==> src/rtl/ecc_pkg.sv <==
// Shared types and constants for the extended Hamming(8,4) SECDED decoder.
// Codeword bit i carries Hamming position i+1; bit 7 is overall even parity.
package ecc_pkg;

    localparam int unsigned CW_W  = 8;
    localparam int unsigned NIB_W = 4;

    localparam int unsigned BIT_P1 = 0;
    localparam int unsigned BIT_P2 = 1;
    localparam int unsigned BIT_D1 = 2;
    localparam int unsigned BIT_P4 = 3;
    localparam int unsigned BIT_D2 = 4;
    localparam int unsigned BIT_D3 = 5;
    localparam int unsigned BIT_D4 = 6;
    localparam int unsigned BIT_P0 = 7;

    typedef enum logic {HalfLo, HalfHi} half_e;

    typedef struct packed {
        logic uncorr;
        logic corr;
    } ecc_flags_t;

    // Bit to flip for a given syndrome; only a parity failure implies a correctable error.
    function automatic logic [CW_W-1:0] syndrome_mask(input logic [2:0] syn, input logic par);
        logic [CW_W-1:0] mask;
        mask = '0;
        if (par) begin
            if (syn == 3'd0) begin
                mask[BIT_P0] = 1'b1;
            end else begin
                mask[3'(syn - 3'd1)] = 1'b1;
            end
        end
        return mask;
    endfunction

endpackage

==> src/rtl/hamming84_dec.sv <==
// Combinational SECDED decode of one codeword: corrected nibble plus corr/uncorr flags.
module hamming84_dec
    import ecc_pkg::*;
(
    input  logic [CW_W-1:0]  cw,
    output logic [NIB_W-1:0] nibble,
    output logic             corr,
    output logic             uncorr
);

    logic [2:0]      syn;
    logic            par;
    logic [CW_W-1:0] fixed;
    logic            unused_fixed;

    always_comb begin
        syn[0] = cw[BIT_P1] ^ cw[BIT_D1] ^ cw[BIT_D2] ^ cw[BIT_D4];
        syn[1] = cw[BIT_P2] ^ cw[BIT_D1] ^ cw[BIT_D3] ^ cw[BIT_D4];
        syn[2] = cw[BIT_P4] ^ cw[BIT_D2] ^ cw[BIT_D3] ^ cw[BIT_D4];
        par    = ^cw;
        fixed  = cw ^ syndrome_mask(syn, par);
        nibble = {fixed[BIT_D4], fixed[BIT_D3], fixed[BIT_D2], fixed[BIT_D1]};
        corr   = par;
        uncorr = ~par & (|syn);
    end

    assign unused_fixed = ^{fixed[BIT_P0], fixed[BIT_P4], fixed[BIT_P2], fixed[BIT_P1]};

endmodule

==> src/rtl/ecc_decoder.sv <==
// AXI-Stream SECDED decoder: pairs of Hamming(8,4) codewords (low nibble first) become one byte,
// with per-byte error flags and saturating error counters.
module ecc_decoder
    import ecc_pkg::*;
#(
    parameter int unsigned CNT_W = 16
) (
    input  logic             ap_clk,
    input  logic             ap_rst,
    input  logic [CW_W-1:0]  s_axis_tdata,
    input  logic             s_axis_tvalid,
    output logic             s_axis_tready,
    input  logic             s_axis_tlast,
    output logic [7:0]       m_axis_tdata,
    output logic [1:0]       m_axis_tuser,
    output logic             m_axis_tvalid,
    input  logic             m_axis_tready,
    output logic             m_axis_tlast,
    input  logic             clr_cnt,
    output logic [CNT_W-1:0] corr_cnt,
    output logic [CNT_W-1:0] uncorr_cnt,
    output logic             odd_frame
);

    logic [NIB_W-1:0] nibble;
    logic             corr;
    logic             uncorr;
    ecc_flags_t       flags;

    hamming84_dec u_dec (
        .cw     (s_axis_tdata),
        .nibble (nibble),
        .corr   (corr),
        .uncorr (uncorr)
    );

    assign flags = '{uncorr: uncorr, corr: corr};

    half_e            half_q;
    logic [NIB_W-1:0] lo_q;
    ecc_flags_t       lo_flags_q;
    logic [7:0]       m_data_q;
    logic [1:0]       m_user_q;
    logic             m_valid_q;
    logic             m_last_q;
    logic             odd_q;
    logic [CNT_W-1:0] corr_cnt_q, corr_cnt_d;
    logic [CNT_W-1:0] uncorr_cnt_q, uncorr_cnt_d;

    logic slot_free;
    logic accept;
    logic load;

    // A low nibble without tlast only touches lo_q, so it never waits on the output slot.
    always_comb begin
        slot_free     = ~m_valid_q | m_axis_tready;
        s_axis_tready = ~ap_rst & (((half_q == HalfLo) & ~s_axis_tlast) | slot_free);
        accept        = s_axis_tvalid & s_axis_tready;
        load          = accept & ((half_q == HalfHi) | s_axis_tlast);
    end

    always_comb begin
        corr_cnt_d   = corr_cnt_q;
        uncorr_cnt_d = uncorr_cnt_q;
        if (clr_cnt) begin
            corr_cnt_d   = '0;
            uncorr_cnt_d = '0;
        end else if (accept) begin
            if (corr && !(&corr_cnt_q)) begin
                corr_cnt_d = corr_cnt_q + CNT_W'(1);
            end
            if (uncorr && !(&uncorr_cnt_q)) begin
                uncorr_cnt_d = uncorr_cnt_q + CNT_W'(1);
            end
        end
    end

    always_ff @(posedge ap_clk or posedge ap_rst) begin
        if (ap_rst) begin
            half_q       <= HalfLo;
            lo_q         <= '0;
            lo_flags_q   <= '0;
            m_data_q     <= '0;
            m_user_q     <= '0;
            m_valid_q    <= 1'b0;
            m_last_q     <= 1'b0;
            odd_q        <= 1'b0;
            corr_cnt_q   <= '0;
            uncorr_cnt_q <= '0;
        end else begin
            if (accept) begin
                case (half_q)
                    HalfLo: begin
                        if (!s_axis_tlast) begin
                            lo_q       <= nibble;
                            lo_flags_q <= flags;
                            half_q     <= HalfHi;
                        end
                    end
                    HalfHi: half_q <= HalfLo;
                    default: half_q <= HalfLo;
                endcase
            end
            if (load) begin
                m_valid_q <= 1'b1;
                if (half_q == HalfHi) begin
                    m_data_q <= {nibble, lo_q};
                    m_user_q <= flags | lo_flags_q;
                    m_last_q <= s_axis_tlast;
                end else begin
                    m_data_q <= {4'h0, nibble};
                    m_user_q <= flags;
                    m_last_q <= 1'b1;
                end
            end else if (m_axis_tready) begin
                m_valid_q <= 1'b0;
            end
            odd_q        <= accept & (half_q == HalfLo) & s_axis_tlast;
            corr_cnt_q   <= corr_cnt_d;
            uncorr_cnt_q <= uncorr_cnt_d;
        end
    end

    assign m_axis_tdata  = m_data_q;
    assign m_axis_tuser  = m_user_q;
    assign m_axis_tvalid = m_valid_q;
    assign m_axis_tlast  = m_last_q;
    assign odd_frame     = odd_q;
    assign corr_cnt      = corr_cnt_q;
    assign uncorr_cnt    = uncorr_cnt_q;

endmodule

==> config.mk <==
export PLATFORM = sky130hd
export DESIGN_NAME = ecc_decoder
export DESIGN_NICKNAME = d
export VERILOG_FILES = /design/src/rtl/ecc_pkg.sv /design/src/rtl/hamming84_dec.sv /design/src/rtl/ecc_decoder.sv
export SDC_FILE = /design/constraint.sdc
export NUM_CORES = 1
export LEC_CHECK = 0
export BUFFER_PORTS_ARGS = -buffer_cell sky130_fd_sc_hd__buf_2
export CAP_MARGIN = 20
export CELL_PAD_IN_SITES_DETAIL_PLACEMENT = 1
export CELL_PAD_IN_SITES_GLOBAL_PLACEMENT = 1
export CORE_ASPECT_RATIO = 0.75
export CORE_UTILIZATION = 37
export DETAILED_ROUTE_END_ITERATION = 8
export GPL_ROUTABILITY_DRIVEN = 0
export PLACE_DENSITY = 0.73
export SETUP_SLACK_MARGIN = 0.02
export SYNTH_ARGS = -nofsm -noshare
export SYNTH_HDL_FRONTEND = slang
export SYNTH_SLANG_ARGS = --single-unit
export TNS_END_PERCENT = 20
==> constraint.sdc <==
create_clock -name ap_clk -period 2.49 [get_ports ap_clk]
set_input_delay 0 -clock ap_clk [delete_from_list [all_inputs] [get_ports ap_clk]]
set_output_delay 0 -clock ap_clk [all_outputs]
set_load 0.05 [all_outputs]
Yosys cells after proc, flatten, opt, wreduce, memory -nomap -nowiden
Cells that the tools add are included.

storage, ports and cells
  register bits after elaboration = 52
  logic and storage cells = 76

cells by class
  add/sub/neg operators = 3
  magnitude comparators = 2
  muxes and demuxes = 17
  bitwise logic cells = 26
  reductions and logical operators = 17

operators by type and width
  cell                                                                count
  two-way mux 16 bit                                                  6
  adder 16 x 1 -> 16 bit (second input constant)                      2
  AND reduction 16 bit                                                2
  two-way mux 7 bit                                                   2
  XOR 1 bit                                                           9
  two-way mux 8 bit                                                   1
  nonzero test 2 bit                                                  4
  parity 8 bit                                                        1
  AND 1 bit                                                           7
  XOR 7 bit                                                           1
  two-way mux 1 bit                                                   5
  NOT 1 bit                                                           5
  < comparator 3 x 4 -> 1 bit (second input constant)                 1
  AND reduction 2 bit                                                 2
  demux 1 bit (select 3 bit)                                          1
  greater-or-equal comparator 3 x 1 -> 1 bit (second input constant)  1
  logical AND 1 bit                                                   3
  zero test 3 bit                                                     1
  bitwise OR 1 bit                                                    3
  AND reduction 3 bit                                                 1
  OR reduction 3 bit                                                  1
  subtractor 3 x 1 -> 3 bit (second input constant)                   1
  zero test 1 bit                                                     2
  two-way mux 2 bit                                                   1
  2 further kinds                                                     2

Longest topological paths before layout
Gate-level depths: netlist (run 1).

  depth in word-level cells = 12
  depth in mapped cells = 10
  depth with buffers taken out = 10

Hierarchy
From an unflattened synthesis (run 1), not the netlist that was laid out.

unflattened totals
  cells, all modules = 284
  area, all modules = 2869.0 um2

modules (own cells, without submodules)
  module         times used  cells each  area an instance (um2)  seq. area each (um2)
  ecc_decoder    1           257         2640.0                  1301.2
  hamming84_dec  1           27          229.0                   0.0

Least setup slack after synthesis (run 1)
No wires, ideal clock.

  kind = reg2reg
  from = register corr_cnt_q[0], in the netlist corr_cnt[0]
  to = register corr_cnt_q[15], in the netlist corr_cnt[15]
  library setup time = 0.128 ns
  data arrival time = 2.207 ns
  required time = 2.362 ns
  slack = 0.156 ns
  stages on the path, launching flop included = 8
  buffers on the path = 0
  period minus slack after synthesis = 2.334 ns
  cell sequence = dfrtp_1 > ha_1 > nand3_1 > nor3_1 > a21oi_1 > nand2_4 > nor4_1 > mux2_1

on the way
  longest elaborated chain between the ends = 5
  elaborated cells between the ends (all ways) = 9
  those cells by class = 1 x add/sub; 3 x mux; 5 x reduce/logical

ends and longest elaborated chain
  item                                                                            line                source
  start: declaration                                                              ecc_decoder.sv:47   logic [CNT_W-1:0] corr_cnt_q, corr_cnt_d;
  start signal: assignment                                                        ecc_decoder.sv:119  corr_cnt_q <= corr_cnt_d;
  parallel branches: the longest is 5 deep, another holds adder 16 x 1 -> 16 bit  n/a

Several ways; the timed one is not identified. The select of a mux whose other input is x is not followed.
A chain may end at the register's enable or synchronous reset.

Worst setup path in the final report (run 1)
  from = register uncorr_cnt_q[3], in the netlist uncorr_cnt[3]
  to = register uncorr_cnt_q[13], in the netlist uncorr_cnt[13]

on the way
  longest elaborated chain between the ends = 5
  elaborated cells between the ends (all ways) = 9
  those cells by class = 1 x add/sub; 3 x mux; 5 x reduce/logical

ends and longest elaborated chain
  item                                                                            line                source
  start: declaration                                                              ecc_decoder.sv:48   logic [CNT_W-1:0] uncorr_cnt_q, uncorr_cnt_d;
  start signal: assignment                                                        ecc_decoder.sv:120  uncorr_cnt_q <= uncorr_cnt_d;
  parallel branches: the longest is 5 deep, another holds adder 16 x 1 -> 16 bit  n/a

Several ways; the timed one is not identified. The select of a mux whose other input is x is not followed.

==> flow_metrics.tcl, run 1 <==
set metrics [dict create \
    status "finished clean" \
    hold_viol 0 \
    io_buffer_count 59 \
    cap_violations 0 \
    reg2reg_to "uncorr_cnt[13]$_DFFE_PP0P_" \
    wl_um 7110 \
    worst-slew-pin-transition_ns 0.683 \
    start_kind "register" \
    layout.nets 383 \
    leakage_nw 1.61 \
    worstPathArrival_ns 2.39 \
    min_period_ns 2.17 \
    yosysUniqueCellTypes 45 \
    crit_start "uncorr_cnt[3]$_DFFE_PP0P_" \
    dpl.hpwl_um 5330 \
    vias 2405 \
    ir_worst_vdd_v 0.000296 \
    grt_pass1_wl_um 12000 \
    synth_seq_area_share_pct 45.9 \
    clk_latency_ns 0.31 \
    die_w_um 103 \
    coreArea_um2 7360 \
    seq_area_um2 1300 \
    slew_viol_final 0 \
    synth_area_um2 2840 \
    ys_ff_latch 52 \
    syn_to_final_growth_pct 20.4 \
    rr_worst_depth 7 \
    end_kind "register" \
    num_antenna_cells 0 \
    clock_path_buffers 2 \
    wl_per_cell_um 15.2 \
    min_period_over_period_pct 87.0 \
    cts_tree "done" \
    routed_via_density 5.15 \
    timing.setup.critical_path_class "register to register" \
    start_util_pct 38.5 \
    grt_max_degree 37 \
    rsz0062_at_grt "no" \
    ys_warn_count 0 \
    clock_sinks 52 \
    cp_data_required_time_ns 2.71 \
    dr.pass1.iters 4 \
    ant_nets 0 \
    synth_largest_area_cell "dfrtp_1" \
    multi_input_area_um2 1460 \
    synth_edf_count 0 \
    tritoncts.num_buffers 5 \
    powerDensity_nw_per_um2 714 \
    synth_top_area_share_pct 45.9 \
    drc 0 \
    grt_usage_pct 19.3 \
    tns_ns 0 \
    cts_max_level 2 \
    clockRootBuffer "clkbuf_8" \
    drive_above_1_share_pct 24.9 \
    fin_util_pct 46.3 \
    r2r-start "uncorr_cnt[3]$_DFFE_PP0P_" \
    fill_cells 907 \
    finalSetupViolCount 0 \
    grt_pass1_vias 2394 \
    async_flop_share_pct 100 \
    synth_nets 316 \
    path_clk_slew_ns 0.09 \
    ys.flop_type "dfrtp_1" \
    overflow 0 \
    dr.first_iter.drc_count 97 \
    crit_end "uncorr_cnt[13]$_DFFE_PP0P_" \
    clock-skew-final_ns 0.0142 \
    hold_path_class "primary input to register" \
    io-pin-count 60 \
    avgSynthCellArea_um2 9.51 \
    synth_area_leaders "dfrtp_1 (46%), xor2_1 (6.5%), nor2_1 (5.7%), nand3_1 (3.5%), nand2_1 (3.0%)" \
    fmax_ghz 0.461 \
    die_h_um 77.8 \
    maxSlewHeadroom_pct 54.4 \
    row_count 27 \
    postCtsSetupBuffers 0 \
    die_area_um2 8020 \
    cp_max_fo 11 \
    antenna_found_initial 0 \
    r2r_setup_slack_ns 0.32 \
    synthCells 298 \
]
[cell usage in the layout (no fill, tap or decap), types with 3 or more instances in the layout]
cell type,n
dfrtp_1,52
o31ai_1,5
xor2_1,21
and4_1,4
nand4_1,9
nor4_1,6
nor2_1,43
ha_1,4
a21oi_1,13
xnor2_2,3
o21ai_1,12
nand3_1,20
and3_1,8
inv_1,6
or3_1,4
nor3_1,8
clkbuf_8,5
o21ai_0,3
buf_2,59
o21a_1,3
nand2b_1,5
xnor2_1,8
buf_4,11
nand2_1,23
[routing by layer]
metal / part of all wire [%] / global-route usage, % / wire, µm / up-vias
met5: 0 / 0 / 0 / -
met4: 0.62 / 3.80 / 44 / 0
met3: 4.2 / 3.60 / 298 / 5
met2: 46 / 30.1 / 3250 / 57
met1: 49 / 27.9 / 3520 / 1173
li1: - / - / - / 1170
[cells in the mapped netlist, drive strengths merged (2+ instances only)]
master,count
a21oi,13
and2,2
and3,8
and4,4
buf,4
clkbuf,7
dfrtp,52
ha,4
inv,7
mux2,3
nand2,24
nand2b,5
nand3,20
nand3b,2
nand4,10
nor2,44
nor3,8
nor4,6
o21a,3
o21ai,15
o31ai,5
or3,4
or4,2
xnor2,13
xor2,23
[how the worst min path moves through the flow]
| stage | depth (start not counted) | end | slack (ns) | startpoint |
|---|---|---|---|---|
| 6_report | 2 | m_axis_tlast$_DFFE_PP0P_ | 0.04 | s_axis_tlast |
| 5_1_grt | 2 | m_axis_tlast$_DFFE_PP0P_ | 0.05 | s_axis_tlast |
| 4_1_cts | 2 | m_axis_tlast$_DFFE_PP0P_ | 0.03 | s_axis_tlast |
| 3_5_place_dp | 2 | m_axis_tvalid$_DFFE_PP0P_ | 0.02 | ap_rst |
| 3_3_place_gp | 2 | m_axis_tvalid$_DFFE_PP0P_ | 0.01 | ap_rst |
| 2_1_floorplan | 1 | m_axis_tlast$_DFFE_PP0P_ | 0.14 | s_axis_tlast |
[kinds of logic (layout without fill, tap and decap cells)]
kind of cell / after synthesis / in the layout / synth area share [%]
DFF: 52 / 52 / 45.9
adders and majority gates: 4 / 4 / 1.77
and+or+nand+nor: 141 / 141 / 25.3
muxes: 4 / 4 / 1.54
xor gates and xnor gates: 36 / 36 / 13.8
AOI/OAI and AO/OA: 43 / 43 / 9.09
buffers and inverters: 18 / 86 / 2.60
[flip-flops by register name (all words and copies together) (netlist names)]
name / count
uncorr_cnt: 16
lo_flags_q: 2
m_axis_tdata: 8
odd_frame: 1
m_axis_tlast: 1
corr_cnt: 16
m_axis_tvalid: 1
lo_q: 4
half_q: 1
m_axis_tuser: 2
[worst max-delay path: stages (launching register included)]
cell and delay [ns]:
dfrtp_1 0.44, and4_1 0.26, and4_1 0.26, a311oi_1 0.23, buf_4 0.23, nand4_4 0.14, or3_1 0.37, a21oi_1 0.16
[metrics by stage]
step           hold WS (ns)  power [mW]  area [µm²]  cells  setup WS (ns)
4_1_cts              0.0310        2.47        3410    467          0.321
3_5_place_dp         0.0184        1.88        3290    458          0.215
6_report             0.0427        2.44        3410    467          0.323
5_1_grt              0.0470        2.58        3410    467          0.167
2_1_floorplan         0.140        1.66        2840    298          0.156
3_3_place_gp         0.0115        1.85        3290    458          0.359
[power by group]
part	internal, mW	switching (mW)	leakage, nW	total [mW]
Sequential	0.951	0.0540	0.690	1.00
Clock	0.298	0.291	0.0541	0.589
Combinational	0.244	0.599	0.868	0.843
[cell type report]
cell class	count	share of cell area (%)
Sequential cell	52	38.1
Tap cell	101	3.70
Timing Repair Buffer	71	11.4
Clock buffer	5	2.02
Clock inverter	3	1.25
Inverter	7	0.770
Multi-Input combinational cell	228	42.8
[timing repair]
item,4_1_cts,5_1_grt
gates resized for setup,0,0
hold endpoints to repair,16,0
hold buffers,1,0
No activity file was read; power rests on OpenSTA's default activity.
==> run 2, diff against run 1 <==
SYNTH_HIERARCHICAL = 1   (was unset)
==> run 2 against run 1 <==
Non-clock buffer count is the same; worst hold slack worse by 0.023 ns; critical endpoint is now uncorr_cnt[15]$_DFFE_PP0P_; sequential share of layout area about the same; highest routed layer unchanged; sequential power grew 4%; core utilization shrank 0.40 points; cell count shrank 3.0%.
==> flow_metrics.tcl, run 2 <==
set metrics [dict create \
    ys_ff_latch 52 \
    r2r_setup_slack_ns 0.47 \
    overflow 0 \
    ant_nets 0 \
    drc 0 \
    maxSlewHeadroom_pct 53.8 \
    num_antenna_cells 0 \
    antenna_found_initial 0 \
    fmax_ghz 0.468 \
    finalSetupViolCount 0 \
    min_period_ns 2.13 \
    mostFrequentLayoutCell "buf_2" \
    syn_to_final_growth_pct 19.0 \
    muxShareOfSynthArea_pct 4.84 \
    die_w_um 104 \
    netlist_top_cells_count "dfrtp_1 (52), nor2_1 (40), xnor2_1 (31)" \
    min_period_over_period_pct 85.7 \
    async_flop_share_pct 100 \
    synth_edf_count 0 \
    timing.setup.critical_path_class "primary input to register" \
    drive_above_1_share_pct 28.7 \
    worstPathArrival_ns 2.30 \
    end_kind "register" \
    cap_violations 0 \
    grt_pass1_vias 2410 \
    yosysUniqueCellTypes 52 \
    io-pin-count 60 \
    start_kind "primary input" \
    start_util_pct 38.6 \
    die_area_um2 8110 \
    dpl.hpwl_um 5250 \
    cts_tree "done" \
    ys_warn_count 6 \
    clk_latency_ns 0.31 \
    synth_compound_area_share_pct 9.64 \
    hold_path_class "primary input to register" \
    tns_ns 0 \
    vias 2372 \
    cp_max_fo 13 \
    cts_max_level 2 \
    ys.flop_type "dfrtp_1" \
    synth_top_area_share_pct 45.4 \
    hold_viol 0 \
    synth_largest_area_cell "dfrtp_1" \
    clock_sinks 52 \
    synth-simple-area-share_pct 23.2 \
    cp_data_required_time_ns 2.65 \
    die_h_um 78.3 \
    mostFrequentLayoutCells "buf_2 (59), dfrtp_1 (52), nor2_1 (40)" \
    layout_setup_ws_ns 0.355 \
    synthCells 284 \
    wl_um 7120 \
    grt_pass1_wl_um 12300 \
    cts_hold_buf 1 \
    worst-slew-pin-transition_ns 0.689 \
    postCtsSetupBuffers 0 \
    clockRootBuffer "clkbuf_8" \
    grt_max_degree 34 \
    routed_via_density 5.24 \
    synth_area_leaders "dfrtp_1 (45%), xnor2_1 (9.5%), nor2_1 (5.2%), nand2_1 (2.7%), mux2_2 (2.4%)" \
    dp_slack_ns 0.0696 \
    coreArea_um2 7430 \
    avgSynthCellArea_um2 10.1 \
    dr.pass1.iters 4 \
    path_clk_slew_ns 0.09 \
    cts_resized 0 \
    tritoncts.num_buffers 5 \
    row_count 27 \
    synth_most_common_cell "dfrtp_1" \
    grt_usage_pct 19.0 \
    clock-skew-final_ns 0.0148 \
    rsz0062_at_grt "no" \
    slew_viol_final 0 \
    wl_per_cell_um 15.7 \
    ir_worst_vdd_v 0.000377 \
    powerDensity_nw_per_um2 664 \
    leakage_nw 1.51 \
    synth_fa_ha_area_share_pct 1.74 \
    synth_seq_area_share_pct 45.4 \
    synthXorXnorAreaFrac_pct 12.7 \
    synth_nets 302 \
    synth_top_family_by_area "simple AND/OR/NAND/NOR gates" \
    dr.first_iter.drc_count 46 \
    clock_path_buffers 2 \
    io_buffer_count 59 \
    synth_area_um2 2870 \
    layout.nets 370 \
    status "finished clean" \
]
==> run 2: worst max-delay path, stage by stage <==
cell and delay (ns):
buf_2 0.13, xor2_1 0.17, xnor2_1 0.28, inv_1 0.14
ha_1 0.24, ha_1 0.21, nor2_1 0.17, o211ai_1 0.11
buf_4 0.20, nor4_1 0.36, mux2i_1 0.22, nor2_1 0.05
==> run 2: report_power, final <==
group / switching, mW / internal (mW)
combinational: 0.519 / 0.245
sequential: 0.0748 / 0.961
clock: 0.276 / 0.192
total: 0.870 / 1.40
==> run 2: kinds of logic after synthesis <==
family / count (synthesis)
adders and majority gates: 4
AOI/OAI and AO/OA: 35
muxes: 13
DFF: 52
buffers and inverters: 17
and+or+nand+nor: 123
xor gates and xnor gates: 40
==> run 2: per-layer routing <==
metal | track usage, % | share of wire [%] | wire length, µm
met4 | 2.57 | 0.39 | 28
met1 | 26.4 | 49 | 3510
met2 | 31.0 | 47 | 3360
met5 | 0 | 0 | 0
met3 | 4.24 | 3.2 | 226
==> run 2: layout make-up <==
cell class / instances / area (µm²)
Clock buffer: 6 / 72.6
Clock inverter: 1 / 5.00
Fill cell: 878 / 4020
Inverter: 7 / 26.3
Multi-Input combinational cell: 215 / 1500
Sequential cell: 52 / 1300
Tap cell: 101 / 126
Timing Repair Buffer: 71 / 388
==> run 2: path summary, 6_finish.rpt <==
path                                        startpoint  cells past startpoint                     endpoint
setup / recovery                       s_axis_tdata[2]                     12   uncorr_cnt[15]$_DFFE_PP0P_
hold / removal                            s_axis_tlast                      3          odd_frame$_DFF_PP0_
setup reg to reg                    half_q$_DFFE_PP0P_                      4    lo_flags_q[1]$_DFFE_PP0P_
hold reg to reg            m_axis_tdata[2]$_DFFE_PP0P_                      2  m_axis_tdata[2]$_DFFE_PP0P_
max in group asynchronous                       ap_rst                      4  m_axis_tdata[0]$_DFFE_PP0P_
min in group asynchronous                       ap_rst                      3     corr_cnt[13]$_DFFE_PP0P_
==> run 2: stage by stage <==
stage / cells / hold WS (ns) / total power [mW] / area (µm²) / util, %
finish: 453 / 0.0195 / 2.27 / 3410 / 45.9
global route: 453 / 0.0230 / 2.41 / 3410 / 45.9
CTS: 452 / 0.00936 / 2.30 / 3410 / 45.8
detailed placement: 444 / 0.00955 / 1.82 / 3320 / 44.7
global placement: 444 / 0.00720 / 1.79 / 3320 / 44.7
floorplan: 284 / 0.123 / 1.61 / 2870 / -
